File: src/rtl/apb_sram_slave.sv
// apb_sram_slave: APB completer backed by a word-organised SRAM.
// Byte-lane write strobes, a fixed number of wait states per access,
// and an error response for out-of-range or misaligned addresses.
// Outputs are registered, and the store is cleared by reset.

module apb_sram_slave #(
  parameter int PADDR_SIZE  = 8,
  parameter int PDATA_SIZE  = 32,
  parameter int DEPTH       = 16,
  parameter int WAIT_CYCLES = 2
) (
  input  logic                    PCLK,
  input  logic                    PRESET,
  input  logic                    PSEL,
  input  logic                    PENABLE,
  input  logic                    PWRITE,
  input  logic [PADDR_SIZE-1:0]   PADDR,
  input  logic [PDATA_SIZE-1:0]   PWDATA,
  input  logic [PDATA_SIZE/8-1:0] PSTRB,
  input  logic [2:0]              PPROT,
  output logic [PDATA_SIZE-1:0]   PRDATA,
  output logic                    PREADY,
  output logic                    PSLVERR
);

  localparam int NBYTES = PDATA_SIZE / 8;
  localparam int LSB    = $clog2(NBYTES);
  localparam int IDX_W  = $clog2(DEPTH);
  localparam int CNT_W  = 4;

  localparam logic [CNT_W-1:0]    WAIT_C        = CNT_W'(WAIT_CYCLES);
  localparam logic                READY_FIRST_C = (WAIT_CYCLES == 0);
  localparam logic [PADDR_SIZE:0] LIMIT_C       = (PADDR_SIZE+1)'(DEPTH * NBYTES);

  typedef enum logic [0:0] {
    ST_IDLE   = 1'b0,
    ST_ACCESS = 1'b1
  } state_t;

  state_t                state_r;
  state_t                state_nxt_s;
  logic [CNT_W-1:0]      cnt_r;
  logic [CNT_W-1:0]      cnt_nxt_s;
  logic                  pready_r;
  logic                  pready_nxt_s;
  logic                  pslverr_r;
  logic                  pslverr_nxt_s;
  logic [PDATA_SIZE-1:0] prdata_r;
  logic [PDATA_SIZE-1:0] prdata_nxt_s;
  logic                  wr_en_s;

  logic [PDATA_SIZE-1:0] mem_r [DEPTH];

  logic                  illegal_s;
  logic [IDX_W-1:0]      idx_s;
  logic [PDATA_SIZE-1:0] rd_word_s;
  logic                  unused_pprot_s;

  // Protection attributes carry no meaning for this store.
  assign unused_pprot_s = ^PPROT;

  // Word index and legality of the presented byte address.
  assign idx_s     = PADDR[LSB +: IDX_W];
  assign illegal_s = ({1'b0, PADDR} >= LIMIT_C) ||
                     (PADDR[LSB-1:0] != {LSB{1'b0}});

  // Response data: the stored word for legal reads, zero otherwise.
  assign rd_word_s = (PWRITE || illegal_s) ? {PDATA_SIZE{1'b0}} : mem_r[idx_s];

  // State register.
  always_ff @(posedge PCLK) begin
    if (PRESET) begin
      state_r <= ST_IDLE;
    end else begin
      state_r <= state_nxt_s;
    end
  end

  // Next-state decode: setup enters ACCESS; completion or abort returns to IDLE.
  always_comb begin
    state_nxt_s = state_r;
    case (state_r)
      ST_IDLE: begin
        if (PSEL && !PENABLE) begin
          state_nxt_s = ST_ACCESS;
        end else begin
          state_nxt_s = ST_IDLE;
        end
      end
      ST_ACCESS: begin
        if (!PSEL) begin
          state_nxt_s = ST_IDLE;
        end else if (PENABLE && pready_r) begin
          state_nxt_s = ST_IDLE;
        end else begin
          state_nxt_s = ST_ACCESS;
        end
      end
      default: begin
        state_nxt_s = ST_IDLE;
      end
    endcase
  end

  // Output/counter decode: next values of the registered response and the write enable.
  always_comb begin
    cnt_nxt_s     = cnt_r;
    pready_nxt_s  = pready_r;
    pslverr_nxt_s = pslverr_r;
    prdata_nxt_s  = prdata_r;
    wr_en_s       = 1'b0;
    case (state_r)
      ST_IDLE: begin
        if (PSEL && !PENABLE) begin
          cnt_nxt_s    = WAIT_C;
          pready_nxt_s = READY_FIRST_C;
          if (READY_FIRST_C) begin
            pslverr_nxt_s = illegal_s;
            prdata_nxt_s  = rd_word_s;
          end else begin
            pslverr_nxt_s = 1'b0;
            prdata_nxt_s  = {PDATA_SIZE{1'b0}};
          end
        end else begin
          cnt_nxt_s = cnt_r;
        end
      end
      ST_ACCESS: begin
        if (!PSEL) begin
          cnt_nxt_s     = {CNT_W{1'b0}};
          pready_nxt_s  = 1'b0;
          pslverr_nxt_s = 1'b0;
          prdata_nxt_s  = {PDATA_SIZE{1'b0}};
        end else if (PENABLE && pready_r) begin
          cnt_nxt_s     = {CNT_W{1'b0}};
          pready_nxt_s  = 1'b0;
          pslverr_nxt_s = 1'b0;
          prdata_nxt_s  = {PDATA_SIZE{1'b0}};
          wr_en_s       = PWRITE && !illegal_s;
        end else if (PENABLE) begin
          cnt_nxt_s = cnt_r - 4'd1;
          if (cnt_r == 4'd1) begin
            pready_nxt_s  = 1'b1;
            pslverr_nxt_s = illegal_s;
            prdata_nxt_s  = rd_word_s;
          end else begin
            pready_nxt_s = 1'b0;
          end
        end else begin
          cnt_nxt_s = cnt_r;
        end
      end
      default: begin
        cnt_nxt_s     = {CNT_W{1'b0}};
        pready_nxt_s  = 1'b0;
        pslverr_nxt_s = 1'b0;
        prdata_nxt_s  = {PDATA_SIZE{1'b0}};
      end
    endcase
  end

  // Registered response and wait counter.
  always_ff @(posedge PCLK) begin
    if (PRESET) begin
      cnt_r     <= {CNT_W{1'b0}};
      pready_r  <= 1'b0;
      pslverr_r <= 1'b0;
      prdata_r  <= {PDATA_SIZE{1'b0}};
    end else begin
      cnt_r     <= cnt_nxt_s;
      pready_r  <= pready_nxt_s;
      pslverr_r <= pslverr_nxt_s;
      prdata_r  <= prdata_nxt_s;
    end
  end

  // Storage: cleared on reset, byte-lane merge on a legal write completion.
  always_ff @(posedge PCLK) begin
    if (PRESET) begin
      for (int i = 0; i < DEPTH; i++) begin
        mem_r[i] <= {PDATA_SIZE{1'b0}};
      end
    end else if (wr_en_s) begin
      for (int b = 0; b < NBYTES; b++) begin
        if (PSTRB[b]) begin
          mem_r[idx_s][8*b +: 8] <= PWDATA[8*b +: 8];
        end
      end
    end
  end

  assign PREADY  = pready_r;
  assign PSLVERR = pslverr_r;
  assign PRDATA  = prdata_r;

endmodule

File: config.mk
export PLATFORM = sky130hd
export DESIGN_NAME = apb_sram_slave
export DESIGN_NICKNAME = d
export VERILOG_FILES = /design/src/rtl/apb_sram_slave.sv
export SDC_FILE = /design/constraint.sdc
export NUM_CORES = 1
export LEC_CHECK = 0
export ABC_AREA = 0
export BUFFER_PORTS_ARGS = -buffer_cell sky130_fd_sc_hd__buf_2
export CAP_MARGIN = 10
export CORE_UTILIZATION = 65
export CTS_CLUSTER_DIAMETER = 40
export DETAILED_ROUTE_END_ITERATION = 10
export PLACE_DENSITY = 0.83
export SKIP_CTS_REPAIR_TIMING = 1
export SYNTH_ARGS = -nofsm -noshare
export SYNTH_HDL_FRONTEND = slang
export SYNTH_SLANG_ARGS = --single-unit
File: constraint.sdc
create_clock -name PCLK -period 5.1 [get_ports PCLK]
set_clock_uncertainty 0.1 [all_clocks]
set_input_delay 0 -clock PCLK [delete_from_list [all_inputs] [get_ports PCLK]]
set_output_delay 0 -clock PCLK [all_outputs]
set_load 0.005 [all_outputs]
==> results of run 1 <==
-- metal layers --
metal  wire length (µm)  share of wire [%]  GRT usage, %
met5                 13              0.024             0
met4               1738                3.2         10.88
met3               4648                8.5         4.718
met2              27630                 50         47.81
met1              20930                 38         39.13
-- metrics by stage --
step,hold WS [ps],setup WS (ps),cells
4_1_cts,-392.3,1714,2279
2_1_floorplan,-12.18,2864,1647
3_5_place_dp,199.0,1543,2156
5_1_grt,66.77,1494,2316
3_3_place_gp,183.4,1676,2156
6_report,26.10,1627,2316
-- cells in the final DEF (no fill, tap or decap), types with 3 or more instances in the layout --
| cell type | synthesis | routed |
|---|---|---|
| sky130_fd_sc_hd__a211o_1 | 32 | 32 |
| sky130_fd_sc_hd__a21oi_1 | 7 | 7 |
| sky130_fd_sc_hd__and2_1 | 514 | 514 |
| sky130_fd_sc_hd__buf_2 | 11 | 79 |
| sky130_fd_sc_hd__buf_4 | 1 | 7 |
| sky130_fd_sc_hd__bufinv_16 | 0 | 5 |
| sky130_fd_sc_hd__clkbuf_1 | 69 | 8 |
| sky130_fd_sc_hd__clkbuf_16 | 0 | 71 |
| sky130_fd_sc_hd__clkinv_1 | 0 | 8 |
| sky130_fd_sc_hd__clkinv_2 | 0 | 6 |
| sky130_fd_sc_hd__clkinv_4 | 0 | 10 |
| sky130_fd_sc_hd__clkinvlp_4 | 0 | 7 |
| sky130_fd_sc_hd__dfxtp_1 | 39 | 39 |
| sky130_fd_sc_hd__dlygate4sd3_1 | 0 | 37 |
| sky130_fd_sc_hd__edfxtp_1 | 512 | 512 |
| sky130_fd_sc_hd__inv_1 | 4 | 4 |
| sky130_fd_sc_hd__inv_6 | 0 | 7 |
| sky130_fd_sc_hd__mux2i_1 | 64 | 64 |
| sky130_fd_sc_hd__mux4_2 | 128 | 128 |
| sky130_fd_sc_hd__nand2_1 | 17 | 17 |
| sky130_fd_sc_hd__nand3_1 | 6 | 6 |
| sky130_fd_sc_hd__nor2_1 | 100 | 99 |
| sky130_fd_sc_hd__nor2_2 | 31 | 31 |
| sky130_fd_sc_hd__nor2_4 | 9 | 10 |
| sky130_fd_sc_hd__nor2b_1 | 3 | 3 |
| sky130_fd_sc_hd__o21ai_0 | 4 | 4 |
| sky130_fd_sc_hd__or2_2 | 64 | 64 |
-- where the power goes --
group          internal (mW)  switching [mW]  total (mW)
Clock                   2.83            1.89        4.72
Sequential              5.06          0.0462        5.11
Combinational          0.225           0.335       0.560
-- kinds of logic (layout without fill, tap and decap cells) --
family	count (synthesis)	after routing	share of synthesized area, %
xor+xnor	3	3	0.1052
mux	192	192	14.10
compound gates	43	43	1.342
simple gates	761	761	18.19
buf+inv	95	253	1.527
fa+ha+maj	2	2	0.1001
flops	551	551	64.64
-- worst min-delay path by stage --
| stage | startpoint | endpoint | slack [ps] | cells after the start |
|---|---|---|---|---|
| 6_report | PRESET | PREADY$_SDFFE_PP0P_ | 30 | 3 |
| 5_1_grt | PRESET | PREADY$_SDFFE_PP0P_ | 70 | 3 |
| 4_1_cts | PENABLE | state_r$_SDFF_PP0_ | -390 | 2 |
| 3_5_place_dp | PENABLE | state_r$_SDFF_PP0_ | 200 | 2 |
| 3_3_place_gp | PENABLE | state_r$_SDFF_PP0_ | 180 | 2 |
| 2_1_floorplan | PENABLE | state_r$_SDFF_PP0_ | -10 | 1 |
-- worst reg2reg max path: cells and delay by family, from the launching register on --
family / cells / cell delay, ps
flops: 1 / 400
simple gates: 5 / 2590
-- area by class of cell --
class / count / area share (%)
flip-flops and latches: 551 / 56.95
multi-input cells: 1001 / 29.84
clock buffers: 79 / 6.369
repair buffers: 126 / 3.044
well taps: 511 / 2.254
clock inverters: 44 / 1.491
inverters: 4 / 0.05293
-- registers in the layout, indices dropped and copies added (netlist names) --
register and count:
PRDATA 32, PREADY 1, PSLVERR 1, cnt_r 4, mem_r 512, state_r 1
==> impl_metrics.json, run 1 <==
{
  "ir_worst_vdd_uv": 225.5,
  "ys_seq_elements": 551,
  "critical_path_peak_fanout": 16,
  "final_design_area_no_fill_um2": 28370,
  "cap_violations": 0,
  "numCtsBuffers": 68,
  "worst-r2r-cell-count": 5,
  "worst_setup_path_startpoint": "PADDR[6]",
  "syn-cell-area_um2": 24990,
  "grt_use_total_pct": 28.93,
  "totalNegativeSetupSlack_ps": 0,
  "cts_root_buffer": "sky130_fd_sc_hd__clkbuf_16",
  "cp_cell_sequence": "dlygate4sd3_1, buf_2, or4_1, nor4_4, nand3b_2, nor2_1, or2_2",
  "timing.critical_path.buf_inv": 2,
  "p_total_mw": 10.39,
  "core_area_um2": 37760,
  "cp.required_ps": 5250,
  "worstSetupPathDepth": 7,
  "area_growth_pct": 13.50,
  "synth_edf_count": 512,
  "power.leakage_nw": 10.84,
  "netlist.area_leader.share_pct": 61.52,
  "die_height_um": 198.1,
  "critical_path.top_delay_family": "simple AND/OR/NAND/NOR gates",
  "timing_worst_slew_pin_value_ps": 1138,
  "synthDominantAreaCellType": "sky130_fd_sc_hd__edfxtp_1",
  "cts_buffer_depth": 3,
  "min-delay-path-class": "input port to register",
  "antenna_violating_nets_post_route": 0,
  "fp.dieArea_um2": 39240,
  "outcome": "finished clean",
  "slowest_stage": "sky130_fd_sc_hd__nand3b_2",
  "yosysMostFrequentCell": "sky130_fd_sc_hd__and2_1",
  "postRouteWirelength_um": 54960,
  "netlist_top_cells_count": "sky130_fd_sc_hd__and2_1, sky130_fd_sc_hd__edfxtp_1, sky130_fd_sc_hd__mux4_2",
  "die_x_um": 198.1,
  "mappedNetlistNets": 1701,
  "synth_seq_area_share_pct": 64.64,
  "worstSetupStartpointType": "input port",
  "place_congestion": 0.7806,
  "floorplan.rows": 71,
  "max-slew-margin-rel_pct": 23.94,
  "diodes": 0,
  "maxClockFrequency_ghz": 0.2879,
  "layout.area.seq_um2": 16160,
  "total_count_of_max_transition_violations_in_the_final_report": 0,
  "crit_path_largest_cell_delay_ps": 820,
  "io-pin-count": 86,
  "port_buffers": 82,
  "grt_pass1_vias": 14308,
  "post_synth_main_area_contributors": "sky130_fd_sc_hd__edfxtp_1, sky130_fd_sc_hd__and2_1, sky130_fd_sc_hd__mux4_2",
  "timing.reg2reg.setup_slack_ps": 1680,
  "rsz0062_at_grt": "no",
  "dr_total_vias": 14178,
  "vias_per_cell": 6.122,
  "r2r-end": "mem_r[5][13]$_SDFFCE_PN0P_",
  "post-route-min-period_ps": 3473,
  "drt_pass1_iterations": 5,
  "dpl-instance-area_um2": 25770,
  "place_hpwl_um": 33270,
  "num-fill-cells": 2137,
  "worst_ep_arrival_time_ps": 3630,
  "final_util_pct": 75.13,
  "drive_gt1_share_pct": 24.10,
  "worstSetupPathType": "input port to register",
  "drc_violation_count_after_routing": 0,
  "synth_area_per_cell_um2": 15.17,
  "post_syn_instances": 1647,
  "floorplan.initialDensity_pct": 66.20,
  "h-tree-depth": 3,
  "worst_setup_path_end_kind": "register",
  "hold_violations": 0,
  "yosysUniqueCellTypes": 37,
  "synth-main-ff-cell": "sky130_fd_sc_hd__edfxtp_1",
  "initialDrtViolationCount": 1200,
  "first_pass_grt_wire_length_um": 82560,
  "cts.sink_count": 551,
  "grt_overflow": 0,
  "destination_of_the_critical_timing_path": "mem_r[5][13]$_SDFFCE_PN0P_",
  "multiInputGateArea_um2": 8463,
  "pin_count_of_the_biggest_net_entering_global_routing": 118,
  "finalSetupViolations": 0,
  "yosys_warnings": 0,
  "grt_antenna_before_repair": 1,
  "route.detailed.wl_per_inst_um": 23.73,
  "cts_tree": "done",
  "clock_latency_late_sink_ps": 570,
  "clk_pin_slew_ps": 60,
  "num-nets-final": 1806,
  "async_reset_ff_share_pct": 0,
  "power.density_nw_per_um2": 366.1,
  "startpoint_of_the_worst_register_to_register_path": "PREADY$_SDFFE_PP0P_",
  "final_min_period_over_clock_period_pct": 68.10
}
No activity file was read; power rests on OpenSTA's default activity.
==> run 2, diff against run 1 <==
CORE_UTILIZATION = 56   (was 65)
PLACE_DENSITY = 0.76   (was 0.83)
clock period = 3 ns   (was 5.1 ns; I/O delays follow)
==> run 2 against run 1 <==
Effect of this change:
- clock power increased by 78%
- first-iteration DRC count decreased by 13%
- cell area is 2.5% higher
- largest power group unchanged
- sequential share of layout area fell by 1.4 points
- wire length rose by 1.7%
- clock-buffer cell count up 2
==> impl_metrics.json, run 2 (synthesis gave the netlist of run 1 again) <==
{
  "outcome": "finished clean",
  "worstSetupPathType": "register to register",
  "cp.required_ps": 3430,
  "worstSetupStartpointType": "register",
  "timing.critical_path.buf_inv": 2,
  "drive_gt1_share_pct": 26.92,
  "power.leakage_nw": 11.22,
  "cap_violations": 0,
  "core_area_um2": 44120,
  "first_pass_grt_wire_length_um": 85150,
  "final_common_cell": "sky130_fd_sc_hd__and2_1",
  "place_congestion": 0.8183,
  "worst_ep_arrival_time_ps": 3090,
  "cp_cell_sequence": "inv_1, xnor2_1, and2_1, or4b_2, a21oi_1, dlygate4sd3_1",
  "rsz0062_at_grt": "no",
  "place_hpwl_um": 35930,
  "grt_pass1_vias": 14492,
  "worst_setup_path_end_kind": "register",
  "critical_path.top_delay_family": "simple AND/OR/NAND/NOR gates",
  "total_count_of_max_transition_violations_in_the_final_report": 0,
  "route.detailed.wl_per_inst_um": 22.74,
  "min-delay-path-class": "input port to register",
  "max-slew-margin-rel_pct": 48.30,
  "maxClockFrequency_ghz": 0.3760,
  "post-route-worst-setup-slack_ps": 340.4,
  "io-pin-count": 86,
  "slowest_stage": "sky130_fd_sc_hd__or4b_2",
  "startpoint_of_the_worst_register_to_register_path": "state_r$_SDFF_PP0_",
  "vias_per_cell": 5.707,
  "dr_total_vias": 14021,
  "diodes": 0,
  "hold_violations": 0,
  "totalNegativeSetupSlack_ps": 0,
  "largest_register_ffs": 512,
  "antenna_violating_nets_post_route": 0,
  "mostFrequentLayoutCells": "sky130_fd_sc_hd__and2_1, sky130_fd_sc_hd__edfxtp_1, sky130_fd_sc_hd__mux4_2, sky130_fd_sc_hd__nor2_1, sky130_fd_sc_hd__buf_2",
  "fp.dieArea_um2": 45480,
  "grt_use_total_pct": 25.57,
  "area_growth_pct": 16.29,
  "worst_setup_path_startpoint": "state_r$_SDFF_PP0_",
  "cts_buffer_depth": 3,
  "die_x_um": 213.3,
  "die_height_um": 213.3,
  "grt_antenna_before_repair": 0,
  "ir_worst_vdd_uv": 698.1,
  "cts.sink_count": 551,
  "initialDrtViolationCount": 1045,
  "pin_count_of_the_biggest_net_entering_global_routing": 74,
  "postRouteWirelength_um": 55870,
  "clock_latency_late_sink_ps": 590,
  "floorplan.initialDensity_pct": 56.64,
  "power.density_nw_per_um2": 621.2,
  "worst_hold_path_startpoint": "PADDR[2]",
  "top_register": "mem_r",
  "cts_root_buffer": "sky130_fd_sc_hd__clkbuf_16",
  "drt_pass1_iterations": 5,
  "finalSetupViolations": 0,
  "num-nets-final": 1862,
  "cts_tree": "done",
  "floorplan.rows": 77,
  "drc_violation_count_after_routing": 0,
  "grt_overflow": 0,
  "crit_path_largest_cell_delay_ps": 650,
  "h-tree-depth": 3,
  "numCtsBuffers": 71,
  "timing_worst_slew_pin_value_ps": 775.5,
  "critical_path_peak_fanout": 7,
  "final_min_period_over_clock_period_pct": 88.65,
  "placement.setup.worst_slack_ps": 312.4,
  "port_buffers": 82,
  "post-route-min-period_ps": 2660,
  "clk_pin_slew_ps": 60
}
==> run 2: cell count changes in the layout (fill, tap and decap cells not counted), sizes merged <==
| cell | previous run | this run |
|---|---|---|
| buf | 88 | 141 |
| clkinv | 24 | 28 |
| inv | 12 | 14 |
| bufinv | 5 | 4 |
| clkbuf | 80 | 82 |
==> run 2: routing by layer <==
metal	wire, µm	part of all wire (%)	GRT usage [%]	vias up
met5	0	0	0	-
met4	1021	1.8	7.414	0
met3	3714	6.6	4.177	69
met2	28280	51	43.48	466
met1	22860	41	34.12	7129
li1	-	-	-	6357
==> run 2: through the flow <==
step                utilization, %  total power [mW]  cells  hold WS [ps]  cell area, µm²
detailed placement           59.64             9.771   2290         183.7           26320
global placement             59.64             9.741   2290         184.9           26320
finish                       65.87             18.05   2457         22.24           29060
CTS                          65.03             18.13   2420        -423.8           28690
global route                 65.87             18.54   2457         35.92           29060
floorplan                        -             9.425   1647        -12.18           24990
==> run 2: where the power goes <==
part           switching, mW  total [mW]  internal, mW
logic                  0.569       0.962         0.393
clock network           3.38        8.41          5.03
registers             0.0794        8.69          8.61
==> run 2: final timing paths <==
check        slack, ps                 endpoint  depth (start not counted)
max reg2reg        340     PSLVERR$_SDFFE_PP0P_                          6
max                340     PSLVERR$_SDFFE_PP0P_                          6
min                 20  PRDATA[15]$_SDFFE_PP0P_                          4
min reg2reg        360  PRDATA[31]$_SDFFE_PP0P_                          1
==> run 2: worst reg2reg max path: stages (launching register included) <==
cell and delay (ps):
sky130_fd_sc_hd__dfxtp_1 480, sky130_fd_sc_hd__inv_1 140, sky130_fd_sc_hd__xnor2_1 240, sky130_fd_sc_hd__and2_1 260
sky130_fd_sc_hd__or4b_2 650, sky130_fd_sc_hd__a21oi_1 160, sky130_fd_sc_hd__dlygate4sd3_1 570
==> run 2: final cells by class <==
cell class / count / area (µm²)
flip-flops and latches: 551 / 16160
fillers: 3107 / 15060
clock inverters: 49 / 459.2
multi-input cells: 1001 / 8463
inverters: 4 / 15.01
clock buffers: 81 / 1918
repair buffers: 179 / 1311
well taps: 592 / 740.7
==> run 3, diff against run 2 <==
CELL_PAD_IN_SITES_DETAIL_PLACEMENT = 2   (was unset)
CELL_PAD_IN_SITES_GLOBAL_PLACEMENT = 2   (was unset)
CORE_UTILIZATION = 42   (was 56)
PLACE_DENSITY = 0.77   (was 0.76)
==> run 3 against run 2 <==
Effect of this change:
- maximum frequency decreased by 1.4%
- via count increased by 3.8%
- core utilization decreased by 15 points
- cell area increased by 2.4%
- die area increased by 33%
- first-iteration DRC count decreased by 9.3%
- clock power increased by 18%
- global-route usage decreased by 0.69 points
==> impl_metrics.json, run 3 (synthesis gave the netlist of run 1 again) <==
{
  "outcome": "finished clean",
  "maxClockFrequency_ghz": 0.3706,
  "place_congestion": 0.7604,
  "critical_path_peak_fanout": 7,
  "timing.reg2reg.setup_slack_ps": 300,
  "finalSetupViolations": 0,
  "drive_gt1_share_pct": 27.79,
  "hold_violations": 0,
  "cts_tree": "done",
  "final_min_period_over_clock_period_pct": 89.95,
  "power.leakage_nw": 11.42,
  "route.detailed.wl_per_inst_um": 27.74,
  "final_util_pct": 50.53,
  "floorplan.initialDensity_pct": 42.43,
  "fp.dieArea_um2": 60490,
  "floorplan.rows": 89,
  "worst-r2r-cell-count": 6,
  "grt_overflow": 0,
  "power.density_nw_per_um2": 661.2,
  "antenna_violating_nets_post_route": 0,
  "mostFrequentLayoutCells": "sky130_fd_sc_hd__and2_1, sky130_fd_sc_hd__edfxtp_1, sky130_fd_sc_hd__mux4_2, sky130_fd_sc_hd__nor2_1, sky130_fd_sc_hd__clkbuf_16",
  "worst_hold_path_startpoint": "PADDR[5]",
  "h-tree-depth": 3,
  "post-route-min-period_ps": 2699,
  "port_buffers": 82,
  "grt_use_total_pct": 24.88,
  "totalNegativeSetupSlack_ps": 0,
  "largest_register_ffs": 512,
  "io-pin-count": 86,
  "initialDrtViolationCount": 948,
  "die_x_um": 245.9,
  "cts_root_buffer": "sky130_fd_sc_hd__clkbuf_16",
  "cp_cell_sequence": "inv_1, xnor2_1, and2_1, or4b_2, a21oi_1, dlygate4sd3_1",
  "worst_ep_arrival_time_ps": 3160,
  "diodes": 0,
  "worst_setup_path_end_kind": "register",
  "holdPathStages": 5,
  "cap_violations": 0,
  "die_height_um": 245.9,
  "cp.required_ps": 3460,
  "critical_path.top_delay_family": "simple AND/OR/NAND/NOR gates",
  "total_count_of_max_transition_violations_in_the_final_report": 0,
  "top_register": "mem_r",
  "cts_buffer_depth": 3,
  "dr_total_vias": 14554,
  "core_area_um2": 58910,
  "min-delay-path-class": "input port to register",
  "postRouteWirelength_um": 73950,
  "ir_worst_vdd_uv": 409.3,
  "numCtsBuffers": 85,
  "num-fill-cells": 5324,
  "worstSetupPathType": "register to register",
  "clock_latency_late_sink_ps": 630,
  "crit_path_largest_cell_delay_ps": 660,
  "pin_count_of_the_biggest_net_entering_global_routing": 74,
  "rsz0062_at_grt": "no",
  "worstSetupStartpointType": "register",
  "grt_pass1_vias": 16336,
  "final_common_cell": "sky130_fd_sc_hd__and2_1",
  "area_growth_pct": 19.09,
  "grt_antenna_before_repair": 1,
  "timing_worst_slew_pin_value_ps": 891.6,
  "r2r-end": "PSLVERR$_SDFFE_PP0P_",
  "vias_per_cell": 5.459,
  "cts.sink_count": 551,
  "startpoint_of_the_worst_register_to_register_path": "state_r$_SDFF_PP0_",
  "max-slew-margin-rel_pct": 40.56,
  "timing.critical_path.buf_inv": 2,
  "place_hpwl_um": 45850,
  "drc_violation_count_after_routing": 0,
  "min_delay_worst_endpoint": "PRDATA[7]$_SDFFE_PP0P_",
  "first_pass_grt_wire_length_um": 109500,
  "num-nets-final": 1877,
  "clk_pin_slew_ps": 60,
  "slowest_stage": "sky130_fd_sc_hd__or4b_2",
  "drt_pass1_iterations": 5
}
==> run 3: final cells by class <==
class	instances	area, µm²	area share (%)
flip-flops and latches	551	16160	54.28
clock buffers	96	2232	7.499
clock inverters	61	598.1	2.009
repair buffers	180	1334	4.481
well taps	773	967.2	3.249
inverters	4	15.01	0.05044
multi-input cells	1001	8463	28.43
==> run 3: stage by stage <==
stage | setup slack [ps] | cell area, µm² | hold WS [ps] | total power [mW] | instances
detailed placement | 376.9 | 26550 | 193.4 | 9.857 | 2471
global route | 224.6 | 29760 | 104.9 | 20.16 | 2666
finish | 301.4 | 29760 | 48.87 | 19.68 | 2666
CTS | 503.3 | 29380 | -458.9 | 19.78 | 2628
floorplan | 764.5 | 24990 | -12.18 | 9.425 | 1647
global placement | 429.7 | 26550 | 193.8 | 9.794 | 2471
==> run 3: power breakdown <==
part           internal, mW  leakage [nW]  switching (mW)
combinational         0.401          4.47           0.638
sequential             8.61          5.60           0.100
clock                  5.97          1.35            3.96
total                  15.0          11.4            4.70
==> run 3: how the worst max path moves through the flow <==
stage	from	to	slack, ps	cells after the start
after detailed placement	PADDR[1]	mem_r[14][17]$_SDFFCE_PN0P_	380	7
final	state_r$_SDFF_PP0_	PSLVERR$_SDFFE_PP0P_	300	6
after global routing	state_r$_SDFF_PP0_	PSLVERR$_SDFFE_PP0P_	220	6
after CTS	PREADY$_SDFFE_PP0P_	mem_r[6][22]$_SDFFCE_PN0P_	500	6
after floorplan	PADDR[1]	mem_r[9][0]$_SDFFCE_PN0P_	760	6
after global placement	PADDR[1]	mem_r[6][21]$_SDFFCE_PN0P_	430	7
==> run 3: routing by layer <==
layer / global-route usage, % / wire (µm) / vias to the layer above
li1: - / - / 6393
met5: 0 / 0 / -
met4: 7.654 / 1670 / 0
met1: 31.56 / 30950 / 7709
met2: 43.73 / 38500 / 340
met3: 3.667 / 2831 / 112
==> run 3: worst register-to-register path: stages, from the launching register on <==
cell	delay, ps
sky130_fd_sc_hd__dfxtp_1	460
sky130_fd_sc_hd__inv_1	130
sky130_fd_sc_hd__xnor2_1	260
sky130_fd_sc_hd__and2_1	270
sky130_fd_sc_hd__or4b_2	660
sky130_fd_sc_hd__a21oi_1	200
sky130_fd_sc_hd__dlygate4sd3_1	570
